[config.mk]
export PLATFORM = sky130hd
export DESIGN_NAME = wb_flag_stage
export DESIGN_NICKNAME = d
export VERILOG_FILES = /design/src/rtl/wb_flag_stage.sv
export SDC_FILE = /design/constraint.sdc
export NUM_CORES = 1
export LEC_CHECK = 0
export ABC_AREA = 1
export CAP_MARGIN = 0
export CORE_UTILIZATION = 41
export DETAILED_ROUTE_END_ITERATION = 8
export PLACE_DENSITY = 0.73
export SLEW_MARGIN = 20
export SYNTH_ARGS = -nofsm -noshare
export SYNTH_HDL_FRONTEND = slang
export SYNTH_SLANG_ARGS = --single-unit
[constraint.sdc]
create_clock -name clk -period 2 [get_ports clk]
set_clock_uncertainty 0.1 [all_clocks]
set_input_delay 0.4 -clock clk [delete_from_list [all_inputs] [get_ports clk]]
set_output_delay 0.4 -clock clk [all_outputs]
set_load 0.02 [all_outputs]
[src/rtl/wb_flag_stage.sv]
// Execute-path back end: accepts ALU beats, keeps the S/Z/C/V condition-code register,
// resolves conditional branches and queues register-file writebacks in a small FIFO.
module wb_flag_stage #(
   parameter int DATA_W = 16,
   parameter int RA_W   = 3,
   parameter int DEPTH  = 2
) (
   input  logic              clk,
   input  logic              rst,
   input  logic              in_valid,
   output logic              in_ready,
   input  logic [DATA_W-1:0] in_res,
   input  logic [3:0]        in_szcv,
   input  logic [RA_W-1:0]   in_rd,
   input  logic              in_wen,
   input  logic              in_setf,
   input  logic              in_br,
   input  logic [2:0]        in_cond,
   input  logic [DATA_W-1:0] in_target,
   output logic              wb_valid,
   input  logic              wb_ready,
   output logic [RA_W-1:0]   wb_addr,
   output logic [DATA_W-1:0] wb_data,
   output logic [3:0]        flags,
   output logic              br_taken,
   output logic [DATA_W-1:0] br_target
);

   localparam int PTR_W = (DEPTH > 1) ? $clog2(DEPTH) : 1;
   localparam int CNT_W = $clog2(DEPTH + 1);

   logic [RA_W-1:0]   addr_q [DEPTH];
   logic [DATA_W-1:0] data_q [DEPTH];
   logic [PTR_W-1:0]  wr_ptr_q, wr_ptr_d;
   logic [PTR_W-1:0]  rd_ptr_q, rd_ptr_d;
   logic [CNT_W-1:0]  count_q, count_d;
   logic [3:0]        flags_q, flags_d;
   logic              br_taken_q, br_taken_d;
   logic [DATA_W-1:0] br_target_q, br_target_d;
   logic              accept;
   logic              push;
   logic              pop;

   function automatic logic cond_met(input logic [2:0] cond, input logic s, input logic z,
                                     input logic v);
      case (cond)
         3'b000:  return z;
         3'b001:  return s ^ v;
         3'b010:  return z | (s ^ v);
         3'b011:  return ~z;
         3'b111:  return 1'b1;
         default: return 1'b0;
      endcase
   endfunction

   // in_ready depends on registered occupancy only, so a same-cycle pop never frees a slot early
   assign in_ready  = (count_q < CNT_W'(DEPTH));
   assign wb_valid  = (count_q != CNT_W'(0));
   assign wb_addr   = addr_q[rd_ptr_q];
   assign wb_data   = data_q[rd_ptr_q];
   assign flags     = flags_q;
   assign br_taken  = br_taken_q;
   assign br_target = br_target_q;

   always_comb begin
      accept      = in_valid & in_ready;
      push        = accept & in_wen;
      pop         = wb_valid & wb_ready;
      wr_ptr_d    = wr_ptr_q;
      rd_ptr_d    = rd_ptr_q;
      count_d     = count_q;
      flags_d     = flags_q;
      br_taken_d  = 1'b0;
      br_target_d = br_target_q;

      if (push) begin
         wr_ptr_d = wr_ptr_q + PTR_W'(1);
      end else begin
         wr_ptr_d = wr_ptr_q;
      end

      if (pop) begin
         rd_ptr_d = rd_ptr_q + PTR_W'(1);
      end else begin
         rd_ptr_d = rd_ptr_q;
      end

      case ({push, pop})
         2'b10:   count_d = count_q + CNT_W'(1);
         2'b01:   count_d = count_q - CNT_W'(1);
         default: count_d = count_q;
      endcase

      // A branch beat never writes flags, even with in_setf set
      if (accept && !in_br && in_setf) begin
         flags_d = in_szcv;
      end else begin
         flags_d = flags_q;
      end

      if (accept && in_br && cond_met(in_cond, flags_q[3], flags_q[2], flags_q[0])) begin
         br_taken_d  = 1'b1;
         br_target_d = in_target;
      end else begin
         br_taken_d  = 1'b0;
         br_target_d = br_target_q;
      end
   end

   always_ff @(posedge clk or posedge rst) begin
      if (rst) begin
         wr_ptr_q    <= '0;
         rd_ptr_q    <= '0;
         count_q     <= '0;
         flags_q     <= 4'b0000;
         br_taken_q  <= 1'b0;
         br_target_q <= '0;
      end else begin
         wr_ptr_q    <= wr_ptr_d;
         rd_ptr_q    <= rd_ptr_d;
         count_q     <= count_d;
         flags_q     <= flags_d;
         br_taken_q  <= br_taken_d;
         br_target_q <= br_target_d;
      end
   end

   always_ff @(posedge clk or posedge rst) begin
      if (rst) begin
         for (int i = 0; i < DEPTH; i++) begin
            addr_q[i] <= '0;
            data_q[i] <= '0;
         end
      end else if (push) begin
         addr_q[wr_ptr_q] <= in_rd;
         data_q[wr_ptr_q] <= in_res;
      end
   end

endmodule
==> results of run 1 <==
[state kept, by name, summed over array words and instances, names as in the netlist]
register,cells
br_target,16
br_taken,1
data_q,32
flags,4
addr_q,6
wr_ptr_q,1
rd_ptr_q,1
count_q,2
[metal layers]
layer,share of wire [%],global-route usage (%),up-vias
met3,7.3,4.45,11
met2,44,29.3,88
met1,46,24.3,1055
met4,2.2,8.94,0
met5,0,0,-
li1,-,-,1202
[repair_timing]
| item | CTS | global route |
|---|---|---|
| cloned | 0 | 0 |
| endpoints found under the setup margin | 20 | 18 |
| gates resized for setup | 24 | 27 |
| hold buffers | 0 | 0 |
[cells in the final DEF, fill, tap and decap left out, types with 2 or more instances in the layout]
cell type | synthesis | layout
buf_4 | 2 | 5
clkbuf_1 | 6 | 2
clkbuf_2 | 1 | 12
clkbuf_8 | 0 | 12
clkdlybuf4s15_1 | 0 | 6
clkdlybuf4s50_1 | 0 | 70
clkinvlp_4 | 0 | 2
dfrtp_1 | 63 | 63
dlygate4sd2_1 | 0 | 2
inv_1 | 29 | 28
nand2_1 | 142 | 142
nand2_2 | 3 | 3
nand3_1 | 19 | 19
nor2_1 | 4 | 4
o21ai_0 | 30 | 30
o21ai_1 | 13 | 13
xor2_1 | 2 | 2
[worst paths after layout]
check,to,startpoint,slack [ns],cells after the start
max,wb_data[12],rd_ptr_q$_DFFE_PP0P_,0.09,5
min,br_target[3]$_DFFE_PP0P_,br_target[3]$_DFFE_PP0P_,0.37,2
max reg2reg,count_q[1]$_DFFE_PP0P_,count_q[0]$_DFFE_PP0P_,0.19,7
min reg2reg,br_target[3]$_DFFE_PP0P_,br_target[3]$_DFFE_PP0P_,0.37,2
max in group asynchronous,data_q[28]$_DFFE_PP0P_,rst,1.13,3
min in group asynchronous,br_target[5]$_DFFE_PP0P_,rst,0.41,3
[power breakdown]
| group | total [uW] | switching, uW | internal [uW] |
|---|---|---|---|
| clock | 1140 | 461 | 680 |
| combinational | 2670 | 1550 | 1120 |
| sequential | 2200 | 335 | 1860 |
| total | 6010 | 2340 | 3660 |
[worst register-to-register path, cell delays in order, from the launching register on]
cell and delay, ns:
dfrtp_1 0.41, or2_2 0.32, nand2_1 0.10, inv_1 0.05
ha_1 0.31, a21oi_1 0.11, o21ai_0 0.12, xor2_1 0.15
[final cells by class]
class	count	area (sq um)	area share, %
sequential	63	1580	40.9
clock buffer	14	173	4.48
clock inverter	2	37.5	0.974
tap	77	96.3	2.50
timing repair buffer	97	907	23.5
multi-input combinational	219	942	24.4
inverter	31	121	3.15
[per-stage QoR]
| stage | hold WS, ns | worst slack, ns | instances | util (%) |
|---|---|---|---|---|
| after floorplan | 0.353 | 0.229 | 328 | - |
| after global placement | 0.358 | 0.0662 | 487 | 58.0 |
| after detailed placement | 0.360 | 0.0187 | 487 | 58.0 |
| after CTS | 0.378 | 0.00314 | 503 | 61.0 |
| after global routing | 0.406 | 0.00284 | 503 | 60.3 |
| final | 0.370 | 0.0940 | 503 | 60.3 |
[kinds of logic after synthesis]
group	synth area share, %
AOI/OAI and AO/OA	8.09
xor gates and xnor gates	0.966
adders and majority gates	0.460
buffers and inverters	7.45
DFF	57.9
and+or+nand+nor	25.1
==> results.md, run 1 <==
* H-tree levels at 3
* RSZ-0062 raised after global routing: false
* Die Span Y at 83.5 microns
* Worst-Margin Slew at 0.416 ns
* Skew-Pair Late Insertion Delay at 0.32 ns
* Synth Warn # at 0
* CTS sink cnt at 63
* Slowest-stage cell, CP: dfrtp_1
* Synth area leaders: dfrtp_1 (58%), nand2_1 (20%), o21ai_0 (5.5%)
* Die W at 83.5 microns
* Syn Area/Cell at 8.30 sq um
* Post-synth top flop: dfrtp_1
* Core Rows at 29
* Number of port buffers at 90
* Crit path DAT at 1.41 ns
* Detail Route Antenna Nets at 0
* CP bufs+invs at 3
* DRC Markers at 0
* Clk buf depth at 2
* Ys async rst share at 100%
* Layout cell share with drive strength beyond 1 at 9.86%
* Initial antenna violation count at 0
* Startpoint types: register
* Delay-heaviest family, CP: buffers and inverters
* Root Buffer: clkbuf_8
* FILL cells at 573
* Most frequent cells after synthesis: nand2_1 (142), dfrtp_1 (63), o21ai_0 (30), inv_1 (29), nand3_1 (19)
* Avg WL per Cell at 12.0 microns
* Max Cap Violations at 0
* Effective utilization at floorplan at 42.6%
* Cells after synthesis at 328
* Final setup vio count at 0
* Largest net degree at the start of global routing at 64
* Final WL at 6050 microns
* Number of CTS-inserted buffers at 9
* Finished Cell Area at 3850 sq um
* Syn Nets at 378
* Final Hold Viols at 0
* Status: finished clean
* Worst EP required at 1.50 ns
* Cell taking the most area after synthesis: dfrtp_1
* Top-area cell type share of the netlist area at 57.9%
* Total core area at 6390 sq um
* Antenna diodes at 0
* Total power at 6010 uW
* Nets@finish at 471
* Most common cell in the netlist: nand2_1
* CP dominant cell by count: nand2_1
* CTS tree: done
* Via count at 2356
* Synth Register Bits at 63
* Congestion Overflow GR at 0
* Fin crit share at 95.3%
* CP Class: register to output pin
* Netlist cell types at 22
* Pwr/cell area at 1560 nW/um^2
* Syn Std Cell Area at 2720 sq um
* EDFF count, synth at 0
* Worst vdd ir at 0.795 mV
* Gp weighted congestion at 0.814
* Boundary Pins at 91
* Critical-path cell list: inv_1, buf_4, nand2_1, nand2_1, clkdlybuf4s15_1
* TNS Setup at 0 ns
* DR iter-0 viols at 73
* Leakage at 0.00199 uW
* Endpoint class of the critical path: output pin
* Hpwl dp at 4080 microns
* Crit Path Max Fanout at 7
* First-pass iteration count of the detailed router at 4
* Max Freq at 0.525 GHz
* Die Area at 6970 sq um
* CTS clk-pin slew, worst paths at 0.07 ns
* Slew HR at 72.3%
* Setup bufs post-CTS at 0
* Post-layout min period at 1.91 ns
* GRT Total Usage at 18.6%
* Layout area overhead at 41.6%
* Vias per inst at 4.68
* Count of pins over their slew limit at 0
* HP Class: register to register
* Slowest stage delay, CP at 0.40 ns
* Vias in the first global route at 2307
* Post-synthesis sequential area ratio at 57.9%
* Instance area at placement at 3700 sq um
* Global-route wire length before repair at 10300 microns
(Power assumes the default switching activity.)
==> run 2, diff against run 1 <==
--- a/config.mk
+++ b/config.mk
@@ -8,8 +8,10 @@
 export ABC_AREA = 1
 export CAP_MARGIN = 0
 export CORE_UTILIZATION = 41
+export CTS_BUF_LIST = sky130_fd_sc_hd__clkbuf_16
 export DETAILED_ROUTE_END_ITERATION = 8
 export PLACE_DENSITY = 0.73
+export RECOVER_POWER = 25
 export SLEW_MARGIN = 20
 export SYNTH_ARGS = -nofsm -noshare
 export SYNTH_HDL_FRONTEND = slang
==> results.md, run 2 (same netlist as run 1, synthesis figures left out) <==
* Status: finished clean
* R2R depth at 7
* Vias in the first global route at 2333
* Detail Route Antenna Nets at 0
* Vias per inst at 4.69
* Pwr/cell area at 1620 nW/um^2
* GRT Total Usage at 19.6%
* Die W at 83.5 microns
* RSZ-0062 raised after global routing: true
* Largest net degree at the start of global routing at 64
* Congestion Overflow GR at 0
* Crit path DAT at 1.44 ns
* Crit Path Max Fanout at 13
* DR iter-0 viols at 159
* CTS tree: done
* DP Cell Count at 487
* Number of CTS-inserted buffers at 9
* First-pass iteration count of the detailed router at 4
* Total core area at 6390 sq um
* Register area at 1580 sq um
* Max reg flops at 32
* Count of pins over their slew limit at 0
* Post-layout min period at 1.94 ns
* Hpwl dp at 4080 microns
* Cts repair resizes at 23
* Max Cap Violations at 0
* CTS sink cnt at 63
* Worst-Margin Slew at 0.829 ns
* H-tree levels at 3
* Slowest stage delay, CP at 0.40 ns
* Leakage at 0.00203 uW
* Slowest-stage cell, CP: dfrtp_1
* Clk buf depth at 2
* CP dominant cell by count: nand2_1
* Hold Path Depth at 2
* Skew-Pair Late Insertion Delay at 0.32 ns
* Avg WL per Cell at 12.5 microns
* Multi-input gate area at 942 sq um
* CP bufs+invs at 3
* Post-CTS Hold Fix Bufs at 0
* HP Class: register to register
* Layout cell share with drive strength beyond 1 at 9.15%
* Slew HR at 44.7%
* Crit path depth at 5
* Via count at 2359
* Final WL at 6290 microns
* Critical-path cell list: inv_1, buf_4, nand2_1, nand2_1, clkdlybuf4s15_2
* Boundary Pins at 91
* Biggest register: data_q
* Final Hold Viols at 0
* Final setup vio count at 0
* Delay-heaviest family, CP: buffers and inverters
* Min setup slack post-route at 0.0552 ns
* Post-Place Setup Slack at 0.0187 ns
* Number of port buffers at 90
* Commonest non-fill, non-tap cells in the layout: nand2_1 (142), clkdlybuf4s50_1 (69), dfrtp_1 (63), inv_1 (30), o21ai_0 (30)
* Endpoint class of the critical path: output pin
* DRC Markers at 0
* Root Buffer: clkbuf_16
* Initial antenna violation count at 0
* Commonest non-fill, non-tap cell in the layout: nand2_1
* FILL cells at 563
* Die Span Y at 83.5 microns
* CP Class: register to output pin
* Worst vdd ir at 0.888 mV
* Die Area at 6970 sq um
* Setup bufs post-CTS at 0
* Antenna diodes at 0
* Gp weighted congestion at 0.814
* Fin crit share at 97.2%
* Max Freq at 0.514 GHz
* Non-filler instance count after layout at 503
* Effective utilization at floorplan at 42.6%
* Global-route wire length before repair at 10800 microns
* Core Rows at 29
* Startpoint types: register
* Layout area overhead at 43.8%
* Worst EP required at 1.50 ns
* CTS clk-pin slew, worst paths at 0.05 ns
* Nets@finish at 471
## run 2: cell count changes in the layout (fill, tap and decap cells not counted), sizes merged
| cell | change |
|---|---|
| inv | +2 |
| dlygate4sd2 | +4 |
| clkdlybuf4s15 | -3 |
| clkdlybuf4s50 | -1 |
| dlygate4sd3 | +1 |
| buf | -1 |
| clkinv | +3 |
| clkbuf | -5 |
## run 2: final timing paths
path | from | slack, ns | to
worst max-delay path | rd_ptr_q$_DFFE_PP0P_ | 0.06 | wb_data[4]
worst min-delay path | br_target[4]$_DFFE_PP0P_ | 0.37 | br_target[4]$_DFFE_PP0P_
worst max register to register | count_q[0]$_DFFE_PP0P_ | 0.19 | count_q[1]$_DFFE_PP0P_
worst min register to register | br_target[4]$_DFFE_PP0P_ | 0.37 | br_target[4]$_DFFE_PP0P_
max in group asynchronous | rst | 0.50 | addr_q[1]$_DFFE_PP0P_
min in group asynchronous | rst | 0.76 | br_taken$_DFF_PP0_
## run 2: power by group
| group | leakage, uW | switching, uW | internal (uW) |
|---|---|---|---|
| registers | 0.000786 | 342 | 1860 |
| logic | 0.00111 | 1560 | 1120 |
| clock network | 0.000141 | 512 | 940 |
| total | 0.00203 | 2410 | 3920 |
## run 2: per-stage QoR
step | total power (uW) | hold WS, ns | area (sq um) | utilization [%] | TNS (ns)
final | 6340 | 0.370 | 3910 | 61.3 | 0
after global routing | 6800 | 0.402 | 3910 | 61.3 | -0.0254
after CTS | 6430 | 0.375 | 3970 | 62.1 | 0
after detailed placement | 5110 | 0.360 | 3700 | 58.0 | 0
after global placement | 5040 | 0.358 | 3700 | 58.0 | 0
after floorplan | 3780 | 0.353 | 2730 | - | 0
## run 2: area by class of cell
cell class	instances	share of cell area [%]
Clock buffer	9	5.75
Timing Repair Buffer	97	22.9
Sequential cell	63	40.3
Multi-Input combinational cell	219	24.1
Tap cell	77	2.46
Clock inverter	7	1.44
Inverter	31	3.10
## run 2: worst min-delay path: cells and delay by family (launching register included)
kind | cells | cell delay, ns
flip-flops | 1 | 0.34
AND/OR/NAND/NOR | 2 | 0.09
## run 2: routing by layer
layer	up-vias	GRT usage (%)	routed length (microns)
li1	1197	-	-
met3	11	5.44	458
met5	-	0	0
met1	1062	25.5	2780
met4	0	8.01	102
met2	89	31.2	2950
==> run 3, diff against run 2 <==
--- a/config.mk
+++ b/config.mk
@@ -7,6 +7,7 @@
 export LEC_CHECK = 0
 export ABC_AREA = 1
 export CAP_MARGIN = 0
+export CORE_MARGIN = 2
 export CORE_UTILIZATION = 41
 export CTS_BUF_LIST = sky130_fd_sc_hd__clkbuf_16
 export DETAILED_ROUTE_END_ITERATION = 8
==> results.md, run 3 (same netlist as run 1, synthesis figures left out) <==
* Layout cell share with drive strength beyond 1 at 8.18%
* RSZ-0062 raised after global routing: false
* Endpoint class of the critical path: output pin
* Layout area overhead at 46.4%
* Via count at 2331
* R2R Setup Slk at 0.21 ns
* Post-Place Setup Slack at 0.0111 ns
* Number of CTS-inserted buffers at 9
* Worst reg2reg path endpoint: count_q[1]$_DFFE_PP0P_
* Worst EP required at 1.50 ns
* Routing usage on met1 at 23.4%
* Detail Route Antenna Nets at 0
* Final Hold Viols at 0
* Global-route wire length before repair at 10300 microns
* TNS Setup at 0 ns
* Core Rows at 29
* Final WL at 6020 microns
* CTS clk-pin slew, worst paths at 0.05 ns
* CTS tree: done
* Total core area at 6390 sq um
* Commonest non-fill, non-tap cell in the layout: nand2_1
* Largest net degree at the start of global routing at 64
* Status: finished clean
* Biggest register: data_q
* Met2 Use GR at 28.5%
* Die Area at 7310 sq um
* Multi-input gate area at 942 sq um
* DP Cell Count at 489
* Crit path launch: rd_ptr_q$_DFFE_PP0P_
* Crit Path Max Fanout at 16
* Count of pins over their slew limit at 0
* Min setup slack post-route at 0.0776 ns
* Vias per inst at 4.62
* H-tree levels at 3
* Hpwl dp at 4040 microns
* Crit path to: wb_data[12]
* CP Class: register to output pin
* CTS sink cnt at 63
* DRC Markers at 0
* Fin crit share at 96.1%
* Worst vdd ir at 0.913 mV
* Congestion Overflow GR at 0
* Effective utilization at floorplan at 42.6%
* R2R depth at 7
* Register area at 1580 sq um
* Commonest non-fill, non-tap cells in the layout: nand2_1 (142), clkdlybuf4s50_1 (69), dfrtp_1 (63), o21ai_0 (30), inv_1 (28)
* Clk buf depth at 2
* Final setup vio count at 0
* Max Freq at 0.520 GHz
* Worst-Margin Slew at 0.837 ns
* HP Class: register to register
* Setup bufs post-CTS at 0
* Max reg flops at 32
* Slew HR at 44.2%
* DR iter-0 viols at 153
* Avg WL per Cell at 11.9 microns
* Nets@finish at 473
* Vias in the first global route at 2360
* GRT busiest layer: met2
* Met3 GRT Util at 6.61%
* Skew-Pair Late Insertion Delay at 0.32 ns
* Non-filler instance count after layout at 505
* GRT Total Usage at 18.0%
* Crit path DAT at 1.42 ns
* Gp weighted congestion at 0.744
* Leakage at 0.00206 uW
* Max Cap Violations at 0
* Initial antenna violation count at 0
* Boundary Pins at 91
* Hold WS at 0.367 ns
* Die Span Y at 85.5 microns
* Number of port buffers at 90
* FILL cells at 554
* Post-layout min period at 1.92 ns
* Pwr/cell area at 1640 nW/um^2
* Antenna diodes at 0
* Startpoint types: register
* Worst r2r src: count_q[0]$_DFFE_PP0P_
* Die W at 85.5 microns
* First-pass iteration count of the detailed router at 4
* Root Buffer: clkbuf_16
-- run 3: cell count changes in the layout (fill, tap and decap cells not counted), sizes merged --
cell	previous run	this run
clkdlybuf4s15	3	6
clkbuf	21	14
inv	31	29
buf	6	8
clkinv	4	5
dlygate4sd2	6	10
bufinv	1	2
-- run 3: cell type report --
cell class	instances	share of cell area, %
tap	77	2.42
timing repair buffer	99	23.5
sequential	63	39.6
clock inverter	7	2.20
inverter	31	3.05
multi-input combinational	219	23.6
clock buffer	9	5.65
-- run 3: worst min path at each step --
stage | startpoint | end | slack [ns] | depth (start not counted)
4_1_cts | br_target[7]$_DFFE_PP0P_ | br_target[7]$_DFFE_PP0P_ | 0.37 | 2
5_1_grt | br_target[4]$_DFFE_PP0P_ | br_target[4]$_DFFE_PP0P_ | 0.40 | 2
3_3_place_gp | br_target[7]$_DFFE_PP0P_ | br_target[7]$_DFFE_PP0P_ | 0.36 | 2
3_5_place_dp | br_target[7]$_DFFE_PP0P_ | br_target[7]$_DFFE_PP0P_ | 0.36 | 2
6_report | br_target[7]$_DFFE_PP0P_ | br_target[7]$_DFFE_PP0P_ | 0.37 | 2
2_1_floorplan | addr_q[0]$_DFFE_PP0P_ | addr_q[0]$_DFFE_PP0P_ | 0.35 | 2
-- run 3: layer usage --
| layer | share of wire [%] | vias to the layer above |
|---|---|---|
| met3 | 7.9 | 2 |
| met1 | 47 | 1050 |
| met4 | 0.45 | 0 |
| met2 | 45 | 77 |
| met5 | 0 | - |
| li1 | - | 1202 |
-- run 3: through the flow --
| stage | total power, uW | area [sq um] | util, % |
|---|---|---|---|
| final | 6520 | 3990 | 62.4 |
| after global routing | 7000 | 3990 | 62.4 |
| after CTS | 6600 | 4010 | 62.7 |
| after detailed placement | 5140 | 3720 | 58.2 |
| after global placement | 5070 | 3720 | 58.2 |
| after floorplan | 3780 | 2730 | - |
-- run 3: worst max-delay path: stages (launching register included) --
cell and delay (ns):
dfrtp_1 0.35, buf_4 0.23, nand2_1 0.08, nand2_1 0.10, dlygate4sd2_1 0.34
-- run 3: power breakdown --
part / switching [uW] / internal [uW]
logic: 1550 / 1170
clock network: 533 / 1080
registers: 333 / 1860
-- run 3: repair_timing --
action | in CTS | in global routing
pin swaps | 0 | 0
gates resized for setup | 20 | 14
setup endpoints to repair | 20 | 10
hold buffers | 0 | 0
gates cloned | 0 | 0
